<file path="src/rtl/ex_reg.sv">
// EX-stage control pipeline register for the semiMIPS datapath.
// Captures ALU/regdst controls from decode; supports stall (hold) and flush (bubble).
module ex_reg #(
    parameter int                   ALUOP_W   = 3,
    parameter int                   SRC_W     = 2,
    parameter logic [ALUOP_W-1:0]   NOP_ALUOP = '0
) (
    input  logic               clk,
    input  logic               rst,
    input  logic               stall,
    input  logic               flush,
    input  logic               alualtsrcin,
    input  logic [SRC_W-1:0]   alusrcin,
    input  logic [SRC_W-1:0]   regdstin,
    input  logic [ALUOP_W-1:0] aluopin,
    output logic               alualtsrcout,
    output logic [SRC_W-1:0]   alusrcout,
    output logic [SRC_W-1:0]   regdstout,
    output logic [ALUOP_W-1:0] aluopout
);

    logic               alualtsrc_q, alualtsrc_d;
    logic [SRC_W-1:0]   alusrc_q,    alusrc_d;
    logic [SRC_W-1:0]   regdst_q,    regdst_d;
    logic [ALUOP_W-1:0] aluop_q,     aluop_d;

    // Flush outranks stall so a bubble can be inserted while the stage is held.
    always_comb begin
        alualtsrc_d = alualtsrc_q;
        alusrc_d    = alusrc_q;
        regdst_d    = regdst_q;
        aluop_d     = aluop_q;
        if (flush) begin
            alualtsrc_d = 1'b0;
            alusrc_d    = '0;
            regdst_d    = '0;
            aluop_d     = NOP_ALUOP;
        end else if (!stall) begin
            alualtsrc_d = alualtsrcin;
            alusrc_d    = alusrcin;
            regdst_d    = regdstin;
            aluop_d     = aluopin;
        end
    end

    always_ff @(posedge clk) begin
        if (rst) begin
            alualtsrc_q <= 1'b0;
            alusrc_q    <= '0;
            regdst_q    <= '0;
            aluop_q     <= NOP_ALUOP;
        end else begin
            alualtsrc_q <= alualtsrc_d;
            alusrc_q    <= alusrc_d;
            regdst_q    <= regdst_d;
            aluop_q     <= aluop_d;
        end
    end

    assign alualtsrcout = alualtsrc_q;
    assign alusrcout    = alusrc_q;
    assign regdstout    = regdst_q;
    assign aluopout     = aluop_q;

endmodule

</file>
<file path="config.mk">
export PLATFORM = sky130hd
export DESIGN_NAME = ex_reg
export DESIGN_NICKNAME = d
export VERILOG_FILES = /design/src/rtl/ex_reg.sv
export SDC_FILE = /design/constraint.sdc
export NUM_CORES = 1
export LEC_CHECK = 0
export ABC_CLOCK_PERIOD_IN_PS = 1900
export BUFFER_PORTS_ARGS = -buffer_cell sky130_fd_sc_hd__buf_2
export CORE_AREA = 2 2 39 41
export CTS_CLUSTER_DIAMETER = 200
export CTS_CLUSTER_SIZE = 40
export DETAILED_ROUTE_END_ITERATION = 12
export DIE_AREA = 0 0 41 43
export HOLD_SLACK_MARGIN = 0.06
export PLACE_DENSITY_LB_ADDON = 0.05
export SLEW_MARGIN = 10
export SYNTH_ARGS = -nofsm -noshare
export SYNTH_HDL_FRONTEND = slang
export SYNTH_SLANG_ARGS = --single-unit
export TNS_END_PERCENT = 5
</file>
<file path="constraint.sdc">
create_clock -name clk -period 1.9 [get_ports clk]
set_input_delay 0.38 -clock clk [delete_from_list [all_inputs] [get_ports clk]]
set_output_delay 0.38 -clock clk [all_outputs]
set_load 0.05 [all_outputs]
</file>
== Word level (Yosys, flattened, before mapping) ==
Cells that the tools add are included.
Word-level totals
  word-level logic and storage cells: 5
  register bits after elaboration: 8
  bits of input ports: 12
  output and inout port bits: 8
Cells by class
  reduce and logical (&&, ||, !) cells: 1
Operators by type and width (number)
  OR reduction 2 bit: 1

== Longest topological paths before layout ==
  depth in word-level cells: 1
  depth in mapped cells: 3
  mapped depth without buffers: 2

== Worst setup path after synthesis ==
Ideal clock, no wire load.
  path kind: register to output
  start point: reg alualtsrc_q (netlist: alualtsrcout)
  end point: out alualtsrcout
  setup slack: 0.918 ns
  stages on the path, launching flop included: 1
  arrival time: 0.602 ns
  path through: dfxtp_1
RTL lines
  start, declared: RTL line 22  | logic alualtsrc_q, alualtsrc_d;
  start signal, assigned: RTL line 53  | alualtsrc_q <= alualtsrc_d;
  end, declared: RTL line 16  | output logic alualtsrcout,
No word-level cell between the ends.

== Final worst setup path ==
  start point: reg alualtsrc_q (netlist: alualtsrcout)
  end point: out alualtsrcout
No word-level cell between the ends.

==> metrics.md <==
| Metric | Value |
|---|---|
| DR WL/cell | `9.968 um` |
| CP Capture Type | `output port` |
| Most frequent cells in the layout | `19 x buf_2, 8 x mux2i_1, 8 x nor2_1, 8 x dfxtp_1, 3 x clkbuf_4` |
| Post-Synth XOR/XNOR Area | `0%` |
| Placer Congestion | `0.5065` |
| Max transition margin | `between 80% and 90%` |
| Std cell rows | `14` |
| FF+latch count, synth | `8` |
| CTS tree | `done` |
| Netlist Area Pre-Place | `~300 um^2` |
| Synth Area in Simple Gates | `about an eighth` |
| Design area | `around 410 um^2` |
| Crit path time final | `between 1000 and 1500 ps` |
| M2 GR Usage | `a little over an eighth` |
| Synthesized instance count | `27` |
| Total congestion overflow | `0` |
| Leakage power | `approximately 0.22 nW` |
| Worst Skew | `0 ps` |
| Least-Margin Pin Slew | `roughly 260 ps` |
| Max Clk Rate | `between 800 and 900 MHz` |
| First-pass GRT wire length | `between 900 and 1000 um` |
| P&R area growth vs syn | `40.25%` |
| Crit Path Category | `register to output port` |
| Die height | `43 um` |
| Worst-path clk slew | `approximately 50 ps` |
| Clk_lat worst skew | `~250 ps` |
| TritonRoute pass-1 iters | `2` |
| CP Cell Sequence | `buf_2` |
| Final setup TNS | `0 ps` |
| Post-synth top area share | `a little over half` |
| # IOs | `20` |
| Placed Area | `~400 um^2` |
| Final worst slack | `673.1 ps` |
| Slowest cell delay on critical path | `between 300 and 400 ps` |
| Final hold viol count | `0` |
| I/O Buffers | `19` |
| Critical path's top delay family | `flip-flops` |
| Met1 usage | `under 10%` |
| Routed WL | `~630 um` |
| Fillcell total | `approximately 150` |
| Initial antenna violation count | `0` |
| Yosys top cell by area | `dfxtp_1` |
| Ant. Diodes | `0` |
| Syn Area/Cell | `between 10 and 15 um^2` |
| CTS Buffer Depth | `2` |
| Hold WC Path Type | `input pin to register` |
| GRT met3 Usage | `under 10%` |
| CTS Buf Count | `3` |
| Maximum fanout along the worst path | `2` |
| Slowest cell on crit path | `dfxtp_1` |
| RSZ-0062 raised after global routing | `false` |
| Gr busiest metal | `met2` |
| Startpoint types | `register` |
| Pwr/cell area | `863.1 nW/um^2` |
| Setup Fix Bufs, Post-CTS | `0` |
| Most common cell after layout, fill and taps aside | `buf_2` |
| Hold slack final | `around 360 ps` |
| Post-synthesis mux area share | `a little over a quarter` |
| Syn Nets | `39` |
| Layout Nets | `61` |
| Max-slew violations | `0` |
| Compound-Gate Fraction of Synth Area | `0%` |
| Via-to-Cell Ratio | `a little under 4` |
| CP bufs+invs | `1` |
| Root Driver | `clkbuf_4` |
| Vias in the first global route | `between 200 and 300` |
| Synth top area cells | `dfxtp_1 54%, mux2i_1 27%, nor2_1 10%` |
| Hold_buf cts | `0` |
| Core ar. | `approximately 1400 um^2` |
| Vias | `250` |
| Setup violators final | `0` |
| Initial DRC count | `1` |
| Post-Place Worst Slack | `848.8 ps` |
| Max Cap Violations | `0` |
| Largest family of logic cells by synthesized area | `multiplexers` |
| Largest net degree at the start of global routing | `9` |
| Synth Area in Adders | `0%` |
| Status | `finished clean` |
| Post_cts resized | `0` |
| Clock Sinks | `8` |
| Gr usage total | `8.779%` |
| Initial core utilization | `21.34%` |
| Arrival time of the worst setup path | `850 ps` |
| # DRC | `0` |
| Die width | `~40 um` |
| H-tree Lvls | `1` |
| Final worst path period share | `about 65%` |
| Layout cells sized above 1 | `46.81%` |
| Antenna Nets Post-Route | `0` |
| Sequential fraction of the synthesis area | `54.24%` |
| Die Area | `1763 um^2` |
| Synth warn | `0` |
| Maximum vdd ir drop | `between 0.2 and 0.25 mV` |
| Unique masters post-synth | `6` |
| Crit path required time | `around 1500 ps` |
==> final timing paths <==
check | from | end | slack (ps) | cells past startpoint
hold reg to reg | regdstout[1] | regdstout[1] | 490 | 2
hold / removal | regdstin[1] | regdstout[1] | 360 | 3
setup reg to reg | aluopout[1] | aluopout[1] | 1290 | 2
setup / recovery | alualtsrcout | alualtsrcout | 670 | 1
==> power by group <==
part / switching, mW / internal (mW) / total (mW)
Combinational: 0.0345 / 0.0203 / 0.0548
Sequential: 0.00237 / 0.173 / 0.176
Clock: 0.0547 / 0.0721 / 0.127
==> cell type report <==
class                      instances  area, um^2  area share [%]
sequential                         8       160.2           38.67
multi-input combinational         17       116.4           28.10
timing repair buffer              19       95.09           22.96
tap                               16       20.02           4.834
clock buffer                       3       22.52           5.438
==> state kept, by name, indices dropped and copies added (netlist names) <==
signal,count
alusrcout,2
alualtsrcout,1
regdstout,2
aluopout,3
==> routing by layer <==
metal | wire length [um] | vias up
li1 | - | 129
met1 | 267 | 108
met2 | 305 | 11
met3 | 49 | 2
met4 | 6 | 0
met5 | 0 | -
==> logic make-up (layout without fill, tap and decap cells) <==
logic type / Yosys count / in the layout
multiplexers: 8 / 8
buffers and inverters: 2 / 22
flip-flops: 8 / 8
AND/OR/NAND/NOR: 9 / 9
==> stage by stage <==
stage | cells | utilization, % | power [mW]
2_1_floorplan | 27 | - | 0.2195
3_3_place_gp | 60 | 28.30 | 0.2330
3_5_place_dp | 60 | 28.30 | 0.2351
4_1_cts | 63 | 29.93 | 0.3662
5_1_grt | 63 | 29.93 | 0.3747
6_report | 63 | 29.93 | 0.3574
==> synthesized netlist by cell type, drive strengths merged <==
cell type and number:
nor2 8, or2 1, dfxtp 8, buf 2
mux2i 8
==> tightest hold or removal path, delay by kind of cell <==
family | cells | cell delay [ps]
multiplexers | 1 | 50
buffers and inverters | 1 | 80
AND/OR/NAND/NOR | 1 | 70
Note: power is estimated with default switching activity, not from simulation.
